--- src/rtl/phase_search_ctrl_pkg.sv ---
// Shared state encoding and default tuning for the sampling-phase search controller.
package phase_search_ctrl_pkg;

   localparam int DEF_NPHASE     = 4;
   localparam int DEF_WIN_LEN    = 511;
   localparam int DEF_SETTLE_LEN = 16;
   localparam int DEF_NB_ERR     = 16;
   localparam int DEF_LOCK_THR   = 8;

   typedef enum logic [2:0] {
      ST_IDLE,
      ST_SETTLE,
      ST_MEASURE,
      ST_EVAL,
      ST_LOCK
   } state_t;

endpackage

--- src/rtl/phase_search_ctrl_err_window_acc.sv ---
// Baud-strobe counter with saturating error accumulator; o_done fires combinationally on the last strobe
// of a settle or measurement window, and both counter and accumulator restart on that strobe.
module err_window_acc
   import phase_search_ctrl_pkg::*;
#(
   parameter int WIN_LEN    = DEF_WIN_LEN,
   parameter int SETTLE_LEN = DEF_SETTLE_LEN,
   parameter int NB_ERR     = DEF_NB_ERR
) (
   input  logic              clock,
   input  logic              i_reset,
   input  logic              i_clear,
   input  logic              i_run,
   input  logic              i_settle,
   input  logic              i_valid,
   input  logic              i_err,
   output logic [NB_ERR-1:0] o_acc_next,
   output logic              o_done
);

   localparam int MAXLEN = (WIN_LEN > SETTLE_LEN) ? WIN_LEN : SETTLE_LEN;
   localparam int CW     = $clog2(MAXLEN + 1);

   logic [CW-1:0]     r_cnt;
   logic [NB_ERR-1:0] r_acc;
   logic [CW-1:0]     w_last_idx;
   logic              w_strobe;

   assign w_strobe   = i_run & i_valid;
   assign w_last_idx = i_settle ? CW'(SETTLE_LEN - 1) : CW'(WIN_LEN - 1);
   assign o_done     = w_strobe && (r_cnt == w_last_idx);

   // Settle strobes only advance the counter; errors there are not part of any window.
   assign o_acc_next = (w_strobe && !i_settle && i_err && (r_acc != '1)) ? r_acc + 1'b1 : r_acc;

   always_ff @(posedge clock) begin
      if (!i_reset || i_clear || o_done) begin
         r_cnt <= '0;
         r_acc <= '0;
      end else if (w_strobe) begin
         r_cnt <= r_cnt + 1'b1;
         r_acc <= o_acc_next;
      end
   end

endmodule

--- src/rtl/phase_search_ctrl.sv ---
// Sweeps the slicer sampling phase, measures BER per phase over fixed windows and locks on the best one,
// re-searching when a locked window exceeds the error threshold.
module phase_search_ctrl
   import phase_search_ctrl_pkg::*;
#(
   parameter int NPHASE     = DEF_NPHASE,
   parameter int WIN_LEN    = DEF_WIN_LEN,
   parameter int SETTLE_LEN = DEF_SETTLE_LEN,
   parameter int NB_ERR     = DEF_NB_ERR,
   parameter int LOCK_THR   = DEF_LOCK_THR
) (
   input  logic                      clock,
   input  logic                      i_reset,
   input  logic                      i_enable,
   input  logic                      i_valid,
   input  logic                      i_err,
   output logic [$clog2(NPHASE)-1:0] o_phase,
   output logic                      o_ber_enable,
   output logic                      o_ber_clear,
   output logic                      o_locked,
   output logic [NB_ERR-1:0]         o_best_err
);

   localparam int PW = $clog2(NPHASE);

   state_t            r_state;
   logic [PW-1:0]     r_phase;
   logic [PW-1:0]     r_best_phase;
   logic [NB_ERR-1:0] r_best;
   logic [NB_ERR-1:0] r_win_err;
   logic              r_ber_enable;
   logic              r_ber_clear;
   logic              r_locked;

   logic [NB_ERR-1:0] w_acc_next;
   logic              w_done;
   logic              w_new_best;
   logic [PW-1:0]     w_eval_phase;

   err_window_acc #(
      .WIN_LEN    (WIN_LEN),
      .SETTLE_LEN (SETTLE_LEN),
      .NB_ERR     (NB_ERR)
   ) u_acc (
      .clock      (clock),
      .i_reset    (i_reset),
      .i_clear    ((r_state == ST_IDLE) || (r_state == ST_EVAL)),
      .i_run      ((r_state == ST_SETTLE) || (r_state == ST_MEASURE) || (r_state == ST_LOCK)),
      .i_settle   (r_state == ST_SETTLE),
      .i_valid    (i_valid),
      .i_err      (i_err),
      .o_acc_next (w_acc_next),
      .o_done     (w_done)
   );

   // Strict less-than keeps the lowest phase index on ties.
   assign w_new_best   = (r_win_err < r_best);
   assign w_eval_phase = w_new_best ? r_phase : r_best_phase;

   always_ff @(posedge clock) begin
      if (!i_reset) begin
         r_state      <= ST_IDLE;
         r_phase      <= '0;
         r_best_phase <= '0;
         r_best       <= '1;
         r_win_err    <= '0;
         r_ber_enable <= 1'b0;
         r_ber_clear  <= 1'b0;
         r_locked     <= 1'b0;
      end else begin
         r_ber_clear <= 1'b0;
         if (!i_enable) begin
            r_state      <= ST_IDLE;
            r_locked     <= 1'b0;
            r_ber_enable <= 1'b0;
         end else begin
            case (r_state)
               ST_IDLE: begin
                  r_state      <= ST_SETTLE;
                  r_phase      <= '0;
                  r_best_phase <= '0;
                  r_best       <= '1;
               end
               ST_SETTLE: begin
                  if (w_done) begin
                     r_state      <= ST_MEASURE;
                     r_ber_enable <= 1'b1;
                     r_ber_clear  <= 1'b1;
                  end
               end
               ST_MEASURE: begin
                  if (w_done) begin
                     r_state      <= ST_EVAL;
                     r_win_err    <= w_acc_next;
                     r_ber_enable <= 1'b0;
                  end
               end
               ST_EVAL: begin
                  if (w_new_best) begin
                     r_best       <= r_win_err;
                     r_best_phase <= r_phase;
                  end
                  if (r_phase == PW'(NPHASE - 1)) begin
                     r_state      <= ST_LOCK;
                     r_phase      <= w_eval_phase;
                     r_locked     <= 1'b1;
                     r_ber_enable <= 1'b1;
                     r_ber_clear  <= 1'b1;
                  end else begin
                     r_state <= ST_SETTLE;
                     r_phase <= r_phase + 1'b1;
                  end
               end
               ST_LOCK: begin
                  if (w_done) begin
                     if (w_acc_next > NB_ERR'(LOCK_THR)) begin
                        r_state      <= ST_SETTLE;
                        r_locked     <= 1'b0;
                        r_ber_enable <= 1'b0;
                        r_phase      <= '0;
                        r_best_phase <= '0;
                        r_best       <= '1;
                     end else begin
                        r_ber_clear <= 1'b1;
                     end
                  end
               end
               default: r_state <= ST_IDLE;
            endcase
         end
      end
   end

   assign o_phase      = r_phase;
   assign o_ber_enable = r_ber_enable;
   assign o_ber_clear  = r_ber_clear;
   assign o_locked     = r_locked;
   assign o_best_err   = r_best;

endmodule

--- config.mk ---
export PLATFORM = sky130hd
export DESIGN_NAME = phase_search_ctrl
export DESIGN_NICKNAME = d
export VERILOG_FILES = /design/src/rtl/phase_search_ctrl_pkg.sv /design/src/rtl/phase_search_ctrl_err_window_acc.sv /design/src/rtl/phase_search_ctrl.sv
export SDC_FILE = /design/constraint.sdc
export NUM_CORES = 1
export LEC_CHECK = 0
export CELL_PAD_IN_SITES_DETAIL_PLACEMENT = 1
export CELL_PAD_IN_SITES_GLOBAL_PLACEMENT = 1
export CORE_ASPECT_RATIO = 0.75
export CORE_MARGIN = 8
export CORE_UTILIZATION = 41
export DETAILED_ROUTE_END_ITERATION = 7
export MAX_ROUTING_LAYER = met4
export PLACE_DENSITY_LB_ADDON = 0.1
export SYNTH_ARGS = -nofsm -noshare
export SYNTH_HDL_FRONTEND = slang
export SYNTH_SLANG_ARGS = --single-unit
--- constraint.sdc ---
create_clock -name clock -period 2.4 [get_ports clock]
set_input_delay 0.6 -clock clock [delete_from_list [all_inputs] [get_ports clock]]
set_output_delay 0.6 -clock clock [all_outputs]
set_load 0.01 [all_outputs]
### After elaboration in Yosys (flattened, before gate mapping)

Index checks and enable logic that the tools add are counted.

* bitwise gates (word level): 1
* mux-type cells: 30
* $mul: 0
* magnitude comparators: 2
* add/subtract/negate cells: 3
* equal/unequal tests: 13
* shift operators: 0
* reductions and logical operators: 22
* divide/modulo/power cells: 0

Operator list (number)
* 16-bit 2-to-1 mux: 4
* 16-bit case mux with 3 select lines: 1
* 16-bit by 1-bit adder with 16-bit output, second input constant: 1
* 16-bit by 4-bit > comparator with 1-bit output, second input constant: 1
* 16-bit < comparator: 1
* 16-bit != test, second input constant: 1
* 3-bit 2-to-1 mux: 5
* 3-bit case mux with 5 select lines: 1
* 2-bit case mux with 3 select lines: 2
* 4-bit AND reduction: 3
* 9-bit by 1-bit adder with 9-bit output, second input constant: 1
* 9-bit equality test: 1
* 1-bit 2-to-1 mux: 9
* 9-bit 2-to-1 mux: 1
* 2-bit 2-to-1 mux: 4
* 2-bit by 1-bit != test with 1-bit output, second input constant: 4
* 3-bit by 2-bit equality test with 1-bit output, second input constant: 2
* 6-bit AND reduction: 1
* 1-bit logical OR: 5
* 5-bit AND reduction: 1
* 1-bit logical AND: 4
* 2-bit != test, second input constant: 2
* 1-bit case mux with 4 select lines: 1
* 4-bit nonzero test: 1
* other kinds (13): 14

* memories: 0
* bits in writable memories: 0
* register bits: 67
* latch bits: 0
* output and inout port bits: 21
* logic and storage cells: 81
* ROM bits: 0

### Logic depth before layout (Yosys ltp)

Gate-level depths: netlist (run 1).

* depth in word-level cells: 12
* depth in mapped cells: 11
* depth with buffers taken out: 9

### Modules after synthesis

A second synthesis (run 1) with hierarchy kept.

* cells, all modules: 393
* area, all modules: 3503.4 µm²

Modules (own cells, without submodules)
* phase_search_ctrl: area each 2098.3 µm², cells each 225, times used 1
* err_window_acc: area each 1405.1 µm², cells each 168, times used 1

### Worst setup path before layout (run 1)

OpenSTA, ideal clock, no wires.

* kind: reg-to-reg
* start point: register r_best[13] (netlist: o_best_err[13])
* end point: register r_best[0] (netlist: o_best_err[0])
* arrival: 2.491 ns
* clock period less this slack: 2.625 ns
* cell stages (with the launch flop): 12
* setup time: 0.134 ns
* required time: 2.266 ns
* path slack: -0.225 ns
* cells stage by stage: dfxtp_1 inv_1 ha_1 a211oi_1 nor2_1 a211o_1 a311o_1 or4_1 clkbuf_1 clkbuf_1 nor2_1 a31oi_1

* cells in the longest elaborated chain, start to end: 3

RTL lines
* start: declaration: line phase_search_ctrl.sv:29 `logic [NB_ERR-1:0] r_best;`
* start signal: assignment: line phase_search_ctrl.sv:100 `r_best <= r_win_err;`
* 16-bit < comparator: line phase_search_ctrl.sv:57 `assign w_new_best = (r_win_err < r_best);`
* 2-bit != test (no line)
* 5-bit AND reduction (no line)

No other way between the ends.
A chain may end at the register's enable or synchronous reset.

### Final worst setup path (run 1)

* start point: register u_acc.r_acc[0]
* end point: register r_best_phase[0]

* cells in the longest elaborated chain, start to end: 6
* elaborated cells between the ends (all ways): 7

RTL lines
* start: declaration: line phase_search_ctrl_err_window_acc.sv:25 `logic [NB_ERR-1:0] r_acc;`
* start signal: assignment: line phase_search_ctrl_err_window_acc.sv:42 `r_acc <= o_acc_next;`
* parallel branches: the longest is 2 deep, another holds 16-bit by 1-bit adder with 16-bit output
* 16-bit 2-to-1 mux (*): line phase_search_ctrl_err_window_acc.sv:34 `assign o_acc_next = (w_strobe && !i_settle && i_err && (r_acc != '1)) ? r_acc + 1'b1 : r_acc;`
* 16-bit by 4-bit > comparator with 1-bit output (*): line phase_search_ctrl.sv:116 `if (w_acc_next > NB_ERR'(LOCK_THR)) begin`
* 2-bit by 1-bit != test with 1-bit output (no line) (*)
* 4-bit AND reduction (no line) (*)
* end signal: assignment: line phase_search_ctrl.sv:101 `r_best_phase <= r_phase;`
* end: declaration: line phase_search_ctrl.sv:28 `logic [PW-1:0] r_best_phase;`

Every way passes the cells marked *.

==> reports/results.ini, run 1 <==
[setup_path]
reg2reg_from = u_acc.r_acc[0]
crit_family = compound AO/OA/AOI/OAI gates
path_common_cell = buf_4
r2r_slack_ns = -0.13
r2r_cells = 11
end_kind = flip-flop
path_depth = 11
crit_buf_inv = 3
crit_path_end = r_best_phase[0]
worstReg2RegEnd = r_best_phase[0]
startpoint = u_acc.r_acc[0]
path_cells = ha_4 > buf_4 > buf_4 > xor2_1 > o21ai_0 > o211ai_1 > a22oi_1 > o2111ai_2 > buf_4 > or2_4 > a32o_1
crit_slowest_cell = dfxtp_2
path_class = flip-flop to flip-flop
max_stage_delay_ns = 0.33
worstPathArrival_ns = 2.76
critPathLaunchType = flip-flop
worstPathRequired_ns = 2.64
cp_max_fo = 6

[timing]
fin_crit_sh_pct = 105
fin_setup_tns_ns = -1.92
fin_skew_ns = 0.00775
fmax_mhz = 396
tightest_slew_ns = 0.597
slew_viol_final = 0
finalHoldViolCount = 0
period_needed_ns = 2.53
rsz0062_at_grt = yes
timing.slew.headroom_pct = 59.8
setup_ws_ns = -0.127
setup_viol = 32

[die]
dieArea_mm2 = 0.0124
core_area_mm2 = 0.00890
die_w_um = 126
rows = 30
die_y_um = 98.3
initial_core_util_pct = 41.6
num_io_pins = 26

[cells_and_area]
multi_input_comb_area_mm2 = 0.00254
insertedDiodeCount = 0
nets = 561
fillers = 981
layout-drive-gt1-share_pct = 39.4
area_delta_synth_final_pct = 50.7
seq_area_mm2 = 0.00137

[grt]
antenna_found_initial = 0
grt_pass1_wl_mm = 19.5
track_usage_pct = 20.4
grt_start_max_net_pins = 41
grt_pass1_vias = 3714
gr-total-overflow = 0

[clocking]
clkTransAtPathRegs_ns = 0.06
cts_sinks = 67
cts_hold_buf = 0
clk_latency_ns = 0.34
h-tree-depth = 3
cts-root-buf = clkbuf_16
clockBufferDepth = 2
cts_tree = yes
cts_buffers = 9

[power_and_ir_drop]
pwr-share-clk_pct = 53.8
p_sw_share_pct = 22.0
p_leak_uw = 0.00245
p_int_uw = 2070
power_frac_seq_pct = 42.1
powerDensity_mw_per_mm2 = 476
vdd_drop_max_v = 0.000313
combPwrFrac_pct = 4.1
power.switching_uw = 584

[synth]
synth_nets = 442
synth_cell_types = 66
avgSynthCellArea_um2 = 8.83
synth_edf_count = 0
yosys_warnings = 0
synth_area_mm2 = 0.00370
ys_ff_latch = 67
postSynthCellCount = 419
ys_async_sr_fraction_pct = 0
ys_seq_area_share_pct = 36.3
ys_dominant_reg_cell = dfxtp_1

[placement]
portBuffers = 25
place_ws_ns = -0.728
gp_congestion = 0.880
place_hpwl_mm = 8.23

[detailed_routing]
drtAntennaViolNets = 0
dr.pass1.iters = 4
drtIter0Drc = 194
wl_mm = 13.3
drc = 0
routed_via_density = 5.58
vias = 3654
wl_per_cell_um = 20.4

[run]
maxCapViolCount = 0

[run_status]
violations = setup timing
status = finished with violations

[hold_path]
hold_class = flip-flop to flip-flop

## synthesized netlist by cell type, types with 2 or more instances
master | n | share of area, %
nor2b_1 | 9 | 1.5
buf_4 | 2 | 0.41
clkbuf_1 | 6 | 0.61
nor3_1 | 9 | 1.2
nand2b_1 | 3 | 0.51
buf_6 | 4 | 1.2
nor4_1 | 3 | 0.51
nand3_1 | 17 | 2.3
and3_1 | 8 | 1.4
or4_1 | 2 | 0.41
and2_1 | 5 | 0.85
dfxtp_1 | 67 | 36
xnor2_1 | 10 | 2.4
nor3_4 | 2 | 0.88
nand4_1 | 5 | 0.85
o22a_1 | 2 | 0.47
nand2_1 | 32 | 3.2
a21oi_1 | 12 | 1.6
a211o_1 | 2 | 0.47
nor2_1 | 56 | 5.7
or2_2 | 6 | 1.0
inv_1 | 21 | 2.1
xor2_1 | 11 | 2.6
o21ai_1 | 2 | 0.27
mux2i_1 | 11 | 3.0
or3_1 | 6 | 1.0
o21ai_0 | 8 | 1.1
ha_1 | 18 | 6.1
nand3b_1 | 2 | 0.41
nand3_2 | 2 | 0.54
o211ai_1 | 2 | 0.41
a21o_1 | 3 | 0.61
a31oi_1 | 21 | 3.6
buf_2 | 7 | 0.95
o211a_1 | 12 | 3.2
## cell type report
| cell class | count | area share [%] |
|---|---|---|
| inverter | 21 | 1.46 |
| clock buffer | 11 | 4.17 |
| multi-input combinational | 312 | 45.5 |
| tap | 112 | 2.51 |
| sequential | 67 | 24.5 |
| clock inverter | 5 | 1.39 |
| timing repair buffer | 127 | 20.4 |
## worst min path at each step
| stage | startpoint | to | cells past startpoint |
|---|---|---|---|
| 3_5_place_dp | o_ber_enable | o_ber_enable | 2 |
| 6_report | o_ber_enable | o_ber_enable | 2 |
| 2_1_floorplan | r_win_err[10] | o_best_err[10] | 2 |
| 4_1_cts | o_ber_enable | o_ber_enable | 2 |
| 5_1_grt | o_ber_enable | o_ber_enable | 2 |
| 3_3_place_gp | o_ber_enable | o_ber_enable | 2 |
## cell families (layout without fill, tap and decap cells)
family	Yosys count	in the layout	synth area share, %
XOR/XNOR	22	22	5.41
AND/OR/NAND/NOR	179	179	26.0
flip-flops	67	67	36.3
adder cells (fa/ha/maj)	18	18	6.09
buffers and inverters	40	164	5.31
AO/OA/AOI/OAI	81	81	17.7
multiplexers	12	12	3.28
## flip-flops by register name (all words and copies together), names as in the netlist
| signal | count |
|---|---|
| o_ber_clear | 1 |
| u_acc.r_acc | 16 |
| r_win_err | 16 |
| o_phase | 2 |
| u_acc.r_cnt | 9 |
| o_best_err | 16 |
| r_best_phase | 2 |
| r_state | 3 |
| o_locked | 1 |
| o_ber_enable | 1 |
## through the flow
step	power, µW	util [%]	hold WS [ns]	instances	instance area (µm²)
2_1_floorplan	1190	-	0.458	419	3830
3_3_place_gp	1220	52.8	0.454	616	4700
3_5_place_dp	1230	52.8	0.461	616	4700
4_1_cts	2650	59.1	0.476	641	5260
5_1_grt	2720	62.7	0.490	655	5580
6_report	2650	62.7	0.467	655	5580
## power groups by stage
stage	registers, µW	clock network [µW]	logic [µW]
6_report	1120	1430	108
5_1_grt	1120	1490	113
4_1_cts	1120	1430	101
3_5_place_dp	1140	0	84.3
3_3_place_gp	1140	0	82.9
2_1_floorplan	1140	0	44.6
## metal layers
metal	track usage (%)	up-vias	wire length [µm]
met4	5.69	0	180
met3	4.35	14	430
li1	-	1724	-
met5	-	-	0
met2	32.5	75	6540
met1	25.6	1841	6190
## cell usage in the layout, fill, tap and decap left out, types with 10 or more instances in the layout
cell type	instances
buf_4	88
nor2_1	50
dfxtp_1	49
nand2_1	26
clkdlybuf4s50_1	23
a31oi_1	20
dfxtp_2	17
inv_1	16
nand3_1	14
xor2_1	11
o211a_1	11
mux2i_1	10
clkbuf_16	10
## what timing repair did
action / in CTS / in global routing
endpoints found under the setup margin: 38 / 41
pin swaps: 11 / 27
setup buffers: 7 / 14
gates resized for setup: 30 / 56
cloned: 2 / 1
## worst min-delay path: cells and delay by family (launching register included)
family | cells | cell delay (ns)
DFF | 1 | 0.31
muxes | 1 | 0.06
and+or+nand+nor | 1 | 0.05
(Power assumes the default switching activity.)
==> inputs of run 2 (changes only) <==
==> constraint.sdc (replaced) <==
create_clock -name clock -period 2.1 [get_ports clock]
set_input_delay 0.525 -clock clock [delete_from_list [all_inputs] [get_ports clock]]
set_output_delay 0.525 -clock clock [all_outputs]
set_load 0.01 [all_outputs]
==> reports/results.ini, run 2 (synthesis results as in run 1) <==
[cells_and_area]
layout-drive-gt1-share_pct = 52.6
layout_common_cells = buf_4 (113), dfxtp_1 (50), nor2_1 (26)
post-route-util_pct = 72.5
area_delta_synth_final_pct = 74.3
nets = 605
mostFrequentLayoutCell = buf_4
insertedDiodeCount = 0

[grt]
grt_pass1_wl_mm = 28.4
antenna_found_initial = 0
grt_start_max_net_pins = 34
gr-total-overflow = 0
grt_pass1_vias = 4769
track_usage_pct = 30.8

[die]
rows = 30
num_io_pins = 26
initial_core_util_pct = 41.6
die_w_um = 126
dieArea_mm2 = 0.0124
die_y_um = 98.3
core_area_mm2 = 0.00890

[detailed_routing]
dr.pass1.iters = 5
drc = 0
wl_mm = 24.2
wl_per_cell_um = 34.6
drtIter0Drc = 509
drtAntennaViolNets = 0
routed_via_density = 6.75
vias = 4720

[placement]
portBuffers = 25
gp_congestion = 0.867
place_hpwl_mm = 8.69

[clocking]
cts_buffers = 9
cts_tree = yes
clockBufferDepth = 2
cts_hold_buf = 0
cts_sinks = 67
h-tree-depth = 3
clkTransAtPathRegs_ns = 0.06
clk_latency_ns = 0.35
cts-root-buf = clkbuf_16

[timing]
slew_viol_final = 0
setup_ws_ns = -0.898
rsz0062_at_grt = yes
fin_skew_ns = 0.00932
tightest_slew_ns = 0.899
timing.slew.headroom_pct = 39.6
setup_viol = 68
period_needed_ns = 3.00
fin_crit_sh_pct = 143
fmax_mhz = 334
finalHoldViolCount = 0
holdWs_ns = 0.522

[power_and_ir_drop]
p_leak_uw = 0.00274
finalPower_uw = 3100
powerDensity_mw_per_mm2 = 481
pwr-share-clk_pct = 52.8
power.switching_uw = 759
combPwrFrac_pct = 6.1
power_frac_seq_pct = 41.2
p_int_uw = 2340
p_sw_share_pct = 24.5
vdd_drop_max_v = 0.000395

[hold_path]
min_from = o_best_err[12]
hold_class = flip-flop to flip-flop

[setup_path]
startpoint = o_best_err[2]
path_class = flip-flop to flip-flop
reg2reg_from = o_best_err[2]
cp_max_fo = 3
critPathLaunchType = flip-flop
end_kind = flip-flop
worstPathArrival_ns = 3.27
worstPathRequired_ns = 2.37

[run_status]
status = finished with violations
violations = setup timing

[run]
maxCapViolCount = 0

run 2: per-layer routing:
metal,wire [µm],vias to the layer above,GRT usage [%]
li1,-,1822,-
met1,9170,2347,33.8
met2,11200,406,51.6
met3,2290,145,7.13
met4,1550,0,15.8
met5,0,-,-
run 2: final cells by class:
| cell class | count | area (µm²) |
|---|---|---|
| flip-flops and latches | 67 | 1370 |
| clock buffers | 12 | 258 |
| multi-input cells | 312 | 2940 |
| inverters | 21 | 78.8 |
| well taps | 112 | 140 |
| repair buffers | 171 | 1620 |
| fillers | 897 | 2450 |
| clock inverters | 4 | 46.3 |
run 2: worst max-delay path, cell delays in order, from the launching register on:
cell and delay, ns:
dfxtp_2 0.34, inv_2 0.06, ha_4 0.28, a21o_1 0.31, a31oi_2 0.33, o21ai_2 0.15, a311o_2 0.42, or3_4 0.42
buf_4 0.15, nor2_2 0.19, a32o_1 0.26
run 2: final timing paths:
check	slack, ns	cells past startpoint	endpoint
min	0.52	2	o_best_err[12]
max	-0.90	10	r_best_phase[0]
min reg2reg	0.52	2	o_best_err[12]
max reg2reg	-0.90	10	r_best_phase[0]
run 2: timing repair:
| item | in CTS | in global routing |
|---|---|---|
| gates cloned | 7 | 0 |
| pin swaps | 37 | 21 |
| gates resized for setup | 102 | 76 |
| setup endpoints to repair | 66 | 67 |
| setup buffers | 19 | 14 |
run 2: power groups by stage:
stage	registers (µW)	logic [µW]	clock network (µW)
2_1_floorplan	1300	54.0	0
3_3_place_gp	1300	107	0
3_5_place_dp	1300	111	0
4_1_cts	1270	158	1580
5_1_grt	1280	188	1670
6_report	1280	188	1640
run 2: stage by stage:
stage                     TNS [ns]  cell area (µm²)  cells  setup slack (ns)
final                       -35.21             6450    699            -0.898
after global routing        -38.05             6450    699            -0.941
after CTS                   -12.83             6060    690            -0.347
after detailed placement    -30.84             5040    648            -0.808
after global placement      -27.20             5040    648            -0.710
after floorplan              -4.76             3920    419            -0.307
